## config.mk

```make
export PLATFORM = sky130hd
export DESIGN_NAME = wrr_arbiter_flat
export DESIGN_NICKNAME = d
export VERILOG_FILES = /design/src/rtl/wrr_arbiter_if.sv /design/src/rtl/wrr_arbiter.sv /design/src/flat_wrapper.sv
export SDC_FILE = /design/constraint.sdc
export NUM_CORES = 1
export LEC_CHECK = 0
export BUFFER_PORTS_ARGS = -buffer_cell sky130_fd_sc_hd__buf_4
export CORE_ASPECT_RATIO = 1.4
export CORE_UTILIZATION = 35
export CTS_CLUSTER_DIAMETER = 50
export DETAILED_ROUTE_END_ITERATION = 8
export PLACE_DENSITY = 0.64
export SLEW_MARGIN = 10
export SYNTH_ARGS = -nofsm -noshare
export SYNTH_HDL_FRONTEND = slang
export SYNTH_SLANG_ARGS = --single-unit
```

## constraint.sdc

```tcl
create_clock -name clk -period 2.35 [get_ports clk]
set_input_delay 0.3525 -clock clk [delete_from_list [all_inputs] [get_ports clk]]
set_output_delay 0.3525 -clock clk [all_outputs]
set_load 0.01 [all_outputs]
```

## src/rtl/wrr_arbiter_if.sv

```systemverilog
// Request/grant bundle between the requesting masters and the weighted
// round-robin arbiter. The master side drives requests and weights; the
// slave side (the arbiter) returns the registered grant.
interface wrr_arbiter_if #(
  parameter int N        = 4,
  parameter int WEIGHT_W = 3,
  parameter int ID_W     = $clog2(N)
);
  logic [N-1:0]          Req;
  logic [N*WEIGHT_W-1:0] Weight;
  logic [N-1:0]          Grant;
  logic [ID_W-1:0]       Grant_Id;
  logic                  Grant_Valid;

  modport master (
    output Req,
    output Weight,
    input  Grant,
    input  Grant_Id,
    input  Grant_Valid
  );

  modport slave (
    input  Req,
    input  Weight,
    output Grant,
    output Grant_Id,
    output Grant_Valid
  );
endinterface

```

## src/rtl/wrr_arbiter.sv

```systemverilog
// Weighted round-robin arbiter. Grants one of N requesters at a time with a
// registered one-hot grant; a grantee keeps the grant for up to its latched
// weight in consecutive cycles (weight 0 counts as 1), then the search
// resumes just past it. Dropping the request mid-burst forfeits the rest.
module wrr_arbiter #(
  parameter int N        = 4,
  parameter int WEIGHT_W = 3,
  parameter int ID_W     = $clog2(N)
) (
  input  logic        clk,
  input  logic        rst_n,
  wrr_arbiter_if.slave bus
);

  typedef enum logic {IDLE, BURST} state_t;

  state_t                state, state_nxt;
  logic [N-1:0]          grant, grant_nxt;
  logic [ID_W-1:0]       cur, cur_nxt;
  logic [ID_W-1:0]       ptr, ptr_nxt;
  logic [WEIGHT_W-1:0]   cnt, cnt_nxt;
  logic [WEIGHT_W-1:0]   wcur, wcur_nxt;
  logic                  hold;
  logic                  found;
  logic [ID_W-1:0]       pick;

  // A zero weight field still buys one cycle of grant.
  function automatic logic [WEIGHT_W-1:0] eff_weight(input logic [WEIGHT_W-1:0] w);
    return (w == '0) ? WEIGHT_W'(1) : w;
  endfunction

  // Circular search of the request vector starting at start; the lowest
  // offset from start wins.
  function automatic logic [ID_W:0] find_next(input logic [N-1:0] req,
                                              input logic [ID_W-1:0] start);
    logic [ID_W:0] res;
    res = '0;
    for (int s = N - 1; s >= 0; s--) begin
      int idx;
      idx = (int'(start) + s) % N;
      if (req[idx]) begin
        res = {1'b1, ID_W'(idx)};
      end
    end
    return res;
  endfunction

  // Candidate for the next grant start, searched from the rotation pointer.
  always_comb begin
    {found, pick} = find_next(bus.Req, ptr);
  end

  // Next-state decision: hold the burst, rotate/start a new one, or go idle.
  always_comb begin
    state_nxt = state;
    grant_nxt = grant;
    cur_nxt   = cur;
    ptr_nxt   = ptr;
    cnt_nxt   = cnt;
    wcur_nxt  = wcur;
    // Widened compare keeps cnt+1 from wrapping at the maximum weight.
    hold = (state == BURST) && bus.Req[cur] &&
           (({1'b0, cnt} + 1'b1) < {1'b0, wcur});
    if (hold) begin
      cnt_nxt = cnt + WEIGHT_W'(1);
    end else if (found) begin
      state_nxt = BURST;
      grant_nxt = {{(N-1){1'b0}}, 1'b1} << pick;
      cur_nxt   = pick;
      cnt_nxt   = '0;
      wcur_nxt  = eff_weight(bus.Weight[pick*WEIGHT_W +: WEIGHT_W]);
      ptr_nxt   = (pick == ID_W'(N - 1)) ? '0 : pick + ID_W'(1);
    end else begin
      state_nxt = IDLE;
      grant_nxt = '0;
      cur_nxt   = '0;
      cnt_nxt   = '0;
    end
  end

  // State, grant and burst bookkeeping registers with asynchronous reset.
  always_ff @(posedge clk or negedge rst_n) begin
    if (!rst_n) begin
      state <= IDLE;
      grant <= '0;
      cur   <= '0;
      ptr   <= '0;
      cnt   <= '0;
      wcur  <= WEIGHT_W'(1);
    end else begin
      state <= state_nxt;
      grant <= grant_nxt;
      cur   <= cur_nxt;
      ptr   <= ptr_nxt;
      cnt   <= cnt_nxt;
      wcur  <= wcur_nxt;
    end
  end

  assign bus.Grant       = grant;
  assign bus.Grant_Id    = cur;
  assign bus.Grant_Valid = |grant;

endmodule

```

## src/flat_wrapper.sv

```systemverilog
// flat-port wrapper written by rule: the top's interface ports become plain ports
module wrr_arbiter_flat 
#(
  parameter int N        = 4,
  parameter int WEIGHT_W = 3,
  parameter int ID_W     = $clog2(N)
)
  (clk, rst_n, bus_Req, bus_Weight, bus_Grant, bus_Grant_Id, bus_Grant_Valid);
  wrr_arbiter_if #(.N(N), .WEIGHT_W(WEIGHT_W), .ID_W(ID_W)) bus_i ();
  input  logic clk;
  input  logic rst_n;
  input wire logic [$bits(bus_i.Req)-1:0] bus_Req;
  input wire logic [$bits(bus_i.Weight)-1:0] bus_Weight;
  output wire logic [$bits(bus_i.Grant)-1:0] bus_Grant;
  output wire logic [$bits(bus_i.Grant_Id)-1:0] bus_Grant_Id;
  output wire logic [$bits(bus_i.Grant_Valid)-1:0] bus_Grant_Valid;
  assign bus_i.Req = bus_Req;
  assign bus_i.Weight = bus_Weight;
  assign bus_Grant = bus_i.Grant;
  assign bus_Grant_Id = bus_i.Grant_Id;
  assign bus_Grant_Valid = bus_i.Grant_Valid;
  wrr_arbiter #(.N(N), .WEIGHT_W(WEIGHT_W), .ID_W(ID_W)) u_core (.clk(clk), .rst_n(rst_n), .bus(bus_i));
endmodule
```

# Word level (Yosys, flattened, before mapping)
# Cells that the tools add are included.
# Widths: inputs -> output; s select.
word_totals:
  regBits: 15
  out_inout_bits: 7
classes:
  n_addsub: 6
  multipliers: 1
  magnitude_cmp: 6
  n_eq_ne: 1
  shifts: 2
  mux: 23
  bitwise_logic: 4
  n_reduce_logical: 8
ops:
  columns: ["op", "count"]
  rows:
  - ["$mux 3", 6]
  - ["$lt 3x4->1 const B", 3]
  - ["$shiftx 12x5->3", 1]
  - ["$bmux 1 s2", 5]
  - ["$mux 1", 9]
  - ["$lt 2x3->1 const B", 2]
  - ["$reduce_or 2->1", 3]
  - ["$add 2x1->2 const B", 2]
  - ["$add 2x2->2 const B", 2]
  - ["$add 3x1->4 const B", 1]
  - ["$lt 4x3->1", 1]
  - ["$mul 2x2->4 const B", 1]
  - ["$mux 2", 2]
  - ["$mux 4", 1]
  - ["$reduce_or 4->1", 1]
  - ["$shl 1x2->4 const A", 1]
  - ["$add 3x1->3 const B", 1]
  - ["$and 1x1->1 const A", 3]
  - ["$logic_not 3->1", 1]
  - ["$eq 2x2->1 const B", 1]
  - ["$logic_and 1x1->1", 2]
  - ["$reduce_and 2->1", 1]
  - ["$not 1->1", 1]

# Longest topological paths before layout
depth:
  ltp_word: 14
  ltp_mapped: 9

# Worst setup path after synthesis
# No wires, ideal clock.
synth_timing:
  path_type: "register to register"
  from: "register u_core.cnt[0]"
  to: "register u_core.cur[1], in the netlist u_core.bus.Grant_Id[1]"
  arrival_time_ns: 1.741
  slack_ns: 0.488
  stages_incl_launch_ff: 8
  n_path_buf: 1
  cell_sequence: "dfrtp_1 ha_1 ha_1 a21o_1 a21oi_2 nor2_2 buf_4 a22o_1"
synth_between:
  elab_chain_cells: 3
synth_lines:
  columns: ["item", "line_no", "rtl"]
  rows:
  - ["from (decl)", "wrr_arbiter.sv:21", "logic [WEIGHT_W-1:0] cnt, cnt_nxt;"]
  - ["from (signal assigned)", "wrr_arbiter.sv:95", "cnt <= cnt_nxt;"]
  - ["$add 3x1->4", "wrr_arbiter.sv:63", "(({1'b0, cnt} + 1'b1) < {1'b0, wcur});"]
  - ["$lt 4x3->1", "wrr_arbiter.sv:63", null]
  - ["$logic_and 1x1->1", "wrr_arbiter.sv:62", "hold = (state == BURST) && bus.Req[cur] &&"]
  - ["to (signal assigned)", "wrr_arbiter.sv:93", "cur <= cur_nxt;"]
  - ["to (decl)", "wrr_arbiter.sv:19", "logic [ID_W-1:0] cur, cur_nxt;"]
# Every way passes these cells.
# A chain may end at the register's enable or synchronous reset.

# Final worst setup path
layout_timing:
  from: "register u_core.cnt[0]"
  to: "register u_core.grant[2], in the netlist u_core.bus.Grant[2]"
layout_between:
  elab_chain_cells: 3
layout_lines:
  columns: ["item", "line_no", "rtl"]
  rows:
  - ["$add 3x1->4", "wrr_arbiter.sv:63", null]
  - ["$lt 4x3->1", "wrr_arbiter.sv:63", null]
  - ["$logic_and 1x1->1", "wrr_arbiter.sv:62", null]
  - ["to (signal assigned)", "wrr_arbiter.sv:92", "grant <= grant_nxt;"]
  - ["to (decl)", "wrr_arbiter.sv:18", "logic [N-1:0] grant, grant_nxt;"]
# Every way passes these cells.

==> results.ini <==
[run_status]
outcome = completed

[clock_tree]
postCtsSetupRepairBufs = 0
cts_inserted_buffers = 3
cts-root-buf = clkbuf_4
clockBufferDepth = 2
hold_buffers = 1
cts_resized = 0
clk_pin_slew_ns = 0.08
clock_sinks = 15
htreeDepth = 1
cts_tree = yes
worstSkewPairLatency_ns = 0.28

[grt]
grt_pass1_vias = 822
grt_max_degree = 16
use_met3_pct = 0.867
grt_antenna_before_repair = 0
grt_usage_pct = 16.9
gr-total-overflow = 0
gr-max-usage-layer = met2
gr-usage-met2_pct = 27.0
use_met1_pct = 20.8
grt_pass1_wl_um = 3570

[detailed_routing]
finalWirelength_um = 2010
drt.antenna.violating_nets = 0
first_pass_iters = 4
routed_via_density = 5.20
detail_route.wl_per_cell_um = 13.4
drc = 0
drt_iter0_drc = 14
vias = 780

[yosys]
synth_nets = 113
async_flop_share_pct = 100
yosys_warnings = 0
syn_inst = 88
synth_edf_count = 0
ys_seq_area_share_pct = 40.5
ys.flop_type = dfrtp_1
synthDistinctLibCells = 36
syn_area_sq_um = 930
synth_seq_cells = 15
syn_area_per_cell_sq_um = 10.6

[sta]
rsz0062_at_grt = false
max_slew_margin_pct = 72.7
period_share_pct = 82.9
fin_ws_ns = 0.403
slew_violations = 0
min_period_ns = 1.95
hold_violations = 0
fmax_mhz = 513
fin_setup_tns_ns = 0
fin_skew_ns = 0.00345
tightest_slew_ns = 0.409
setup_viol = 0
hold_slack_ns = 0.448

[pwr]
worst_ir_drop_vdd_v = 0.000427
leakage_nw = 0.583
p_total_mw = 1.37
power_density_nw_per_um2 = 1160

[die]
dieArea_sq_um = 2870
num_rows = 21
die_h_um = 63.0
io_pins = 25
core_area_sq_um = 2440
die_w_um = 45.6
start_util_pct = 38.0

[min_path]
hp-start = bus_Req[1]
min_path_type = input pin to register
holdPathStages = 4
hold_end = u_core.state

[setup_path]
end_kind = register
critPathLaunchType = register
reg2reg_from = u_core.cnt[0]
critPathMaxFanout = 12
r2r_cells = 6
r2r-end = u_core.bus.Grant[2]
arrival_ns = 2.12
reg2reg_slack_ns = 0.40
worstPathRequired_ns = 2.52
critPathKind = register to register

[placement]
numPortBuffers = 24
pre_cts_ws_ns = 0.420
dp.cells = 145
gp_congestion = 0.757
dp_hpwl_um = 1620
place_area_sq_um = 1140

[flow_run]
cap_violations = 0

[cells_and_area]
syn_to_final_growth_pct = 26.9
final_cells = 150
postLayoutCoreUtil_pct = 48.3
drive_gt1_share_pct = 32.8
layout_commonest_cell = buf_4
nets = 142
fin_area_sq_um = 1180
antenna_cells = 0
final_cell_mix = buf_4, dfrtp_1, inv_1, o21ai_0, ha_1

-- worst max-delay path by stage --
stage | startpoint | end | slack [ns] | cells past startpoint
floorplan | u_core.cnt[0] | u_core.bus.Grant_Id[1] | 0.49 | 7
global placement | u_core.cnt[0] | u_core.wcur[0] | 0.52 | 7
CTS | u_core.cnt[0] | u_core.bus.Grant[2] | 0.39 | 6
finish | u_core.cnt[0] | u_core.bus.Grant[2] | 0.40 | 6
global route | u_core.cnt[0] | u_core.wcur[0] | 0.16 | 7
detailed placement | u_core.cnt[0] | u_core.bus.Grant[3] | 0.42 | 6
-- registers in the layout, summed over array words and instances, names as in the netlist --
name	flops
u_core.wcur	3
u_core.bus.Grant_Id	2
u_core.state	1
u_core.bus.Grant	4
u_core.ptr	2
u_core.cnt	3
-- Yosys cell counts, types with 2 or more instances --
| master | count | area, sq um |
|---|---|---|
| dfrtp_1 | 14 | 350 |
| a22o_1 | 6 | 52.6 |
| and3_1 | 4 | 25.0 |
| mux2i_1 | 3 | 30.0 |
| a21oi_1 | 3 | 15.0 |
| ha_1 | 7 | 87.6 |
| nor2_1 | 2 | 7.51 |
| o21ai_0 | 7 | 35.0 |
| o41ai_1 | 2 | 17.5 |
| inv_1 | 7 | 26.3 |
| nand2_1 | 2 | 7.51 |
| and2_1 | 2 | 12.5 |
| nand3_1 | 6 | 30.0 |
-- report_power, final --
part           switching [mW]  leakage, nW  internal, mW
Sequential             0.0904        0.184         0.369
Combinational           0.394        0.384         0.374
Clock                  0.0771       0.0150        0.0658
-- metal layers --
layer / vias to the layer above / routed length, um / part of all wire, %
met4: 0 / 78 / 3.9
li1: 385 / - / -
met3: 8 / 35 / 1.7
met1: 366 / 865 / 43
met5: - / 0 / 0
met2: 21 / 1030 / 51
-- final cells by class --
| type | count | area [sq um] |
|---|---|---|
| well taps | 34 | 42.5 |
| inverters | 7 | 26.3 |
| repair buffers | 27 | 205 |
| multi-input cells | 63 | 503 |
| flip-flops and latches | 15 | 377 |
| clock buffers | 4 | 26.3 |
| fillers | 252 | 1260 |
-- logic make-up (layout without fill, tap and decap cells) --
kind of cell	Yosys count	in the layout	share of synthesized area, %
AO/OA/AOI/OAI	27	27	21.8
AND/OR/NAND/NOR	23	23	15.1
flip-flops	15	15	40.5
buffers and inverters	10	38	5.38
adder cells (fa/ha/maj)	7	7	9.42
multiplexers	5	5	6.86
XOR/XNOR	1	1	0.942
-- worst max-delay path: stages, from the launching register on --
cell     delay [ns]
dfrtp_1        0.42
ha_1           0.32
ha_1           0.28
a21o_1         0.17
a21oi_2        0.27
nor2_2         0.16
a22o_1         0.21
(Power assumes the default switching activity.)
